`src/rtl/systolic_gram.sv`:
```
// Two-column triangular systolic array accumulating the upper-triangle Gram terms
// sum(x01*x02) and sum(x02*x02), with each output cell forwarding its column-2 stream.

// Boundary cell (1,1): the column-1 stream only needs to be registered.
module gram_pass_cell #(
  parameter int DATA_W = 32
) (
  input  logic              clk,
  input  logic              rst_n,
  input  logic [DATA_W-1:0] i_a,
  output logic [DATA_W-1:0] o_h
);

  logic [DATA_W-1:0] r_h;

  always_ff @(posedge clk or negedge rst_n) begin
    if (!rst_n) begin
      r_h <= '0;
    end else begin
      r_h <= i_a;
    end
  end

  assign o_h = r_h;

endmodule

// Internal cell (1,2): cross-product accumulator; passes column 2 downward.
module gram_cross_cell #(
  parameter int DATA_W = 32
) (
  input  logic              clk,
  input  logic              rst_n,
  input  logic [DATA_W-1:0] i_h,
  input  logic [DATA_W-1:0] i_d,
  output logic [DATA_W-1:0] o_acc,
  output logic [DATA_W-1:0] o_v
);

  logic [DATA_W-1:0] r_acc;
  logic [DATA_W-1:0] r_v;
  logic [DATA_W-1:0] w_prod;

  // Unsigned product truncated to DATA_W; accumulation wraps modulo 2^DATA_W.
  assign w_prod = i_h * i_d;

  always_ff @(posedge clk or negedge rst_n) begin
    if (!rst_n) begin
      r_acc <= '0;
      r_v   <= '0;
    end else begin
      r_acc <= r_acc + w_prod;
      r_v   <= i_d;
    end
  end

  assign o_acc = r_acc;
  assign o_v   = r_v;

endmodule

// Boundary cell (2,2): square accumulator of the incoming column-2 stream.
module gram_square_cell #(
  parameter int DATA_W = 32
) (
  input  logic              clk,
  input  logic              rst_n,
  input  logic [DATA_W-1:0] i_v,
  output logic [DATA_W-1:0] o_acc,
  output logic [DATA_W-1:0] o_f
);

  logic [DATA_W-1:0] r_acc;
  logic [DATA_W-1:0] r_f;
  logic [DATA_W-1:0] w_sq;

  assign w_sq = i_v * i_v;

  always_ff @(posedge clk or negedge rst_n) begin
    if (!rst_n) begin
      r_acc <= '0;
      r_f   <= '0;
    end else begin
      r_acc <= r_acc + w_sq;
      r_f   <= i_v;
    end
  end

  assign o_acc = r_acc;
  assign o_f   = r_f;

endmodule

module systolic_gram #(
  parameter int DATA_W = 32
) (
  input  logic              clk,
  input  logic              rst,
  input  logic [DATA_W-1:0] x01,
  input  logic [DATA_W-1:0] x02,
  output logic [DATA_W-1:0] c12,
  output logic [DATA_W-1:0] c22,
  output logic [DATA_W-1:0] s12,
  output logic [DATA_W-1:0] s22
);

  // Free-running stream: every clock carries a sample pair, no valid/ready.
  logic [DATA_W-1:0] r_a1;
  logic [DATA_W-1:0] r_a2;
  logic [DATA_W-1:0] r_d2;
  logic [DATA_W-1:0] w_h11;
  logic [DATA_W-1:0] w_acc12;
  logic [DATA_W-1:0] w_v12;
  logic [DATA_W-1:0] w_acc22;
  logic [DATA_W-1:0] w_f22;

  always_ff @(posedge clk or negedge rst) begin
    if (!rst) begin
      r_a1 <= '0;
      r_a2 <= '0;
    end else begin
      r_a1 <= x01;
      r_a2 <= x02;
    end
  end

  // Skew register keeps column 2 aligned with the registered output of cell (1,1).
  always_ff @(posedge clk or negedge rst) begin
    if (!rst) begin
      r_d2 <= '0;
    end else begin
      r_d2 <= r_a2;
    end
  end

  gram_pass_cell #(.DATA_W(DATA_W)) u_cell11 (
    .clk   (clk),
    .rst_n (rst),
    .i_a   (r_a1),
    .o_h   (w_h11)
  );

  gram_cross_cell #(.DATA_W(DATA_W)) u_cell12 (
    .clk   (clk),
    .rst_n (rst),
    .i_h   (w_h11),
    .i_d   (r_d2),
    .o_acc (w_acc12),
    .o_v   (w_v12)
  );

  gram_square_cell #(.DATA_W(DATA_W)) u_cell22 (
    .clk   (clk),
    .rst_n (rst),
    .i_v   (w_v12),
    .o_acc (w_acc22),
    .o_f   (w_f22)
  );

  assign c12 = w_acc12;
  assign s12 = w_v12;
  assign c22 = w_acc22;
  assign s22 = w_f22;

endmodule

```
`config.mk`:
```
export PLATFORM = sky130hd
export DESIGN_NAME = systolic_gram
export DESIGN_NICKNAME = d
export VERILOG_FILES = /design/src/rtl/systolic_gram.sv
export SDC_FILE = /design/constraint.sdc
export NUM_CORES = 2
export LEC_CHECK = 0
export BUFFER_PORTS_ARGS = -buffer_cell sky130_fd_sc_hd__buf_2
export CAP_MARGIN = 0
export CORE_ASPECT_RATIO = 0.75
export CORE_MARGIN = 8
export CORE_UTILIZATION = 40
export DETAILED_ROUTE_END_ITERATION = 7
export SETUP_SLACK_MARGIN = 0.3
export SKIP_CTS_REPAIR_TIMING = 1
export SLEW_MARGIN = 25
export SYNTH_ARGS = -nofsm -noshare
export SYNTH_HDL_FRONTEND = slang
export SYNTH_SLANG_ARGS = --single-unit
export TNS_END_PERCENT = 50
```
`constraint.sdc`:
```
create_clock -name clk -period 9.1 [get_ports clk]
set_clock_uncertainty 0.1 [all_clocks]
set_input_delay 0.455 -clock clk [delete_from_list [all_inputs] [get_ports clk]]
set_output_delay 0.455 -clock clk [all_outputs]
set_load 0.02 [all_outputs]
```
==> results.txt <==
Die footprint - 104,000 µm²
Post-synth top area share - 44.4%
Period utilization - 89.7%
Num CTS Buffers - 34
Mapped Nets - 4,873
Worst-Margin Slew - 1.07 ns
Die Wd - 370 µm
Clock Path Buffers - 3
Adder-Cell Fraction of Synth Area - 53.1%
Async set or reset register ratio after synthesis - 100%
Crit path DAT - 8.51 ns
Largest family of logic cells by synthesized area - adder cells
Area Growth Syn to Fin - 11.4%
Final WS setup - 0.933 ns
Most numerous cell in the Yosys netlist - inv_1
Area of the multi-input gates - 26,800 µm²
WP data required - 9.44 ns
Hold WC Path Type - register to register
WL met3 - 9050 µm
Setup TNS - 0 ns
Met2 wire length - 42,500 µm
1st-iter DRT viols - 1,604
Main synth FF type - dfrtp_1
Synth Warn # - 0
Compound-Gate Fraction of Synth Area - 2.56%
Hold Crit Start - r_a2[15]$_DFF_PN0_
Critical Path Fanout Max - 20
Synth cell types - 51
CTS sink count - 256
1st-pass router iterations - 6
Register area share after synthesis - 17.0%
Slew HR - 28.9%
Top cell type by total area after synthesis - fa_1
Die Height - 282 µm
FF-to-FF Start - u_cell12.o_v[13]$_DFF_PN0_
Top Layer Used - met4
Worst r2r path cells - 23
Register area - 6410 µm²
Initial antenna violation count - 0
Nets@finish - 5,090
Via count - 24,470
DRC - 0
Clock transition at path regs - 0.06 ns
Status - finished, final reports clean
Synthesized area per cell - 10.1 µm²
Post-synthesis cell area - 37,600 µm²
First-pass GRT wire length - 162,000 µm
Mux cell area share after synthesis - 0.0532%
Fillers - 8,937
Tot GR Track Use - 20.3%
Core area - 93,300 µm²
Root buffer cell - clkbuf_16
Post-synth EDFFs - 0
Grt ovf - 0
CP endpoint kind - register
Syn Inst Count - 3,711
Yosys reg bits - 256
CTS tree - done
Area contributors post-synth - fa_1, dfrtp_1, inv_1, ha_1, and2_1
Routed wire length - 102,000 µm
Hold Crit Depth - 0
Layout cells sized above 1 - 7.79%
Startpoint Class - register
Hold endpoint - r_d2[15]$_DFF_PN0_
Worst slack, placed - 0.967 ns
Met1 Wirelength - 48,400 µm
XOR/XNOR Fraction of Synth Area - 3.26%
Post-Synth Simple-Gate Area - 12.2%
Starting Density - 40.3%
R2R Setup Slk - 0.93 ns
Fin. max-slew vios - 0
Vias in the first global route - 26,983
Max Fclk - 122 MHz
Post-DR vias/cell - 4.71
Post-DP HPWL - 83,900 µm
Worst-Skew Late Latency - 0.60 ns
Worst flop-to-flop path endpoint - u_cell22.o_acc[30]$_DFF_PN0_
# H-tree levels - 2
Final Wtd Congestion - 0.861
Routed WL per cell - 19.6 µm
Crit path time final - 8.17 ns
Final Hold Viols - 0
Final setup viols - 0
Largest net degree at the start of global routing - 94
RSZ-0062 raised after global routing - no
Max-Cap Viols - 0
DRT antenna net count - 0
Site Rows - 97
Top Ports - 194
Crit Path Category - register to register
Synth top cells by count - inv_1, fa_1, and2_1, nand2_1, ha_1
Buffers on Ports - 193
==> registers in the layout, summed over array words and instances (netlist names) <==
signal / flops
u_cell12.o_acc: 32
r_a2: 32
r_a1: 32
u_cell22.o_f: 32
u_cell22.o_acc: 32
r_d2: 32
u_cell12.o_v: 32
u_cell11.o_h: 32
==> metal layers <==
layer | global-route usage (%) | up-vias
li1 | - | 10999
met1 | 30.2 | 12645
met2 | 29.6 | 732
met3 | 5.75 | 94
met4 | 3.64 | 0
met5 | 0 | -
==> cell families (layout without fill, tap and decap cells) <==
logic type                 Yosys count  after routing
adders and majority gates         1096           1096
xor gates and xnor gates           140            140
and+or+nand+nor                    892            892
other                                0              1
DFF                                256            256
buffers and inverters             1180           1422
AOI/OAI and AO/OA                  145            145
muxes                                2              2
==> critical path, stage by stage, from the launching register on <==
cell and delay, ns:
dfrtp_1 0.88, inv_1 0.28, nor2_1 0.32, fa_1 0.49, fa_1 0.50, fa_1 0.53
inv_1 0.07, fa_1 0.49, inv_1 0.06, fa_1 0.48, fa_1 0.51, fa_1 0.49
inv_1 0.05, fa_1 0.47, inv_1 0.04, ha_1 0.39, and3_1 0.23, nand2_1 0.07
or3_1 0.37, a21oi_1 0.32, o21bai_1 0.23, a211oi_1 0.37, or2_1 0.18, o311ai_1 0.10
==> per-stage QoR <==
step | utilization [%] | instances | hold slack [ns] | cell area, µm²
2_1_floorplan | - | 3711 | 0.0594 | 37600
3_3_place_gp | 42.9 | 5064 | 0.232 | 40000
3_5_place_dp | 42.9 | 5064 | 0.235 | 40000
4_1_cts | 44.2 | 5125 | -0.214 | 41300
5_1_grt | 44.9 | 5190 | 0.251 | 41900
6_report | 44.9 | 5191 | 0.231 | 41900
==> how the worst max path moves through the flow <==
stage	start	end	slack, ns	cells past startpoint
2_1_floorplan	u_cell12.o_v[4]$_DFF_PN0_	u_cell22.o_acc[30]$_DFF_PN0_	1.90	25
3_3_place_gp	u_cell12.o_v[13]$_DFF_PN0_	u_cell22.o_acc[30]$_DFF_PN0_	1.11	23
4_1_cts	u_cell12.o_v[13]$_DFF_PN0_	u_cell22.o_acc[30]$_DFF_PN0_	0.93	23
5_1_grt	u_cell12.o_v[13]$_DFF_PN0_	u_cell22.o_acc[30]$_DFF_PN0_	0.59	23
6_report	u_cell12.o_v[13]$_DFF_PN0_	u_cell22.o_acc[30]$_DFF_PN0_	0.93	23
3_5_place_dp	u_cell12.o_v[13]$_DFF_PN0_	u_cell22.o_acc[30]$_DFF_PN0_	0.97	23
==> layout make-up <==
type                       count  area share (%)
multi-input combinational   2275            63.9
sequential                   256            15.3
inverter                    1057            9.46
timing repair buffer         304            4.73
tap                         1237            3.69
clock buffer                  41            2.21
clock inverter                20           0.722
antenna                        1         0.00597
==> cells in the final DEF (no fill, tap or decap), types with 3 or more instances in the layout <==
cell type,instances
inv_1,1057
fa_1,834
and2_1,450
nand2_1,322
ha_1,262
dfrtp_1,256
buf_2,192
xnor2_1,106
dlygate4sd3_1,65
nor2_1,62
buf_4,45
a21oi_1,44
xor2_1,34
clkbuf_16,34
o21ai_0,24
a21o_1,15
nand3_1,13
nor3_1,11
a211oi_1,9
o21a_1,8
nor2b_1,8
o21bai_1,7
nand2b_1,7
o211ai_1,6
a31oi_1,5
bufinv_16,5
clkbuf_8,5
or2_2,4
clkinv_4,4
nor4_1,3
and3_1,3
o211a_1,3
a311oi_1,3
clkinv_2,3
Power is not shown: default switching activity piles up to over one toggle a cycle in this logic, so the estimate is an artifact.
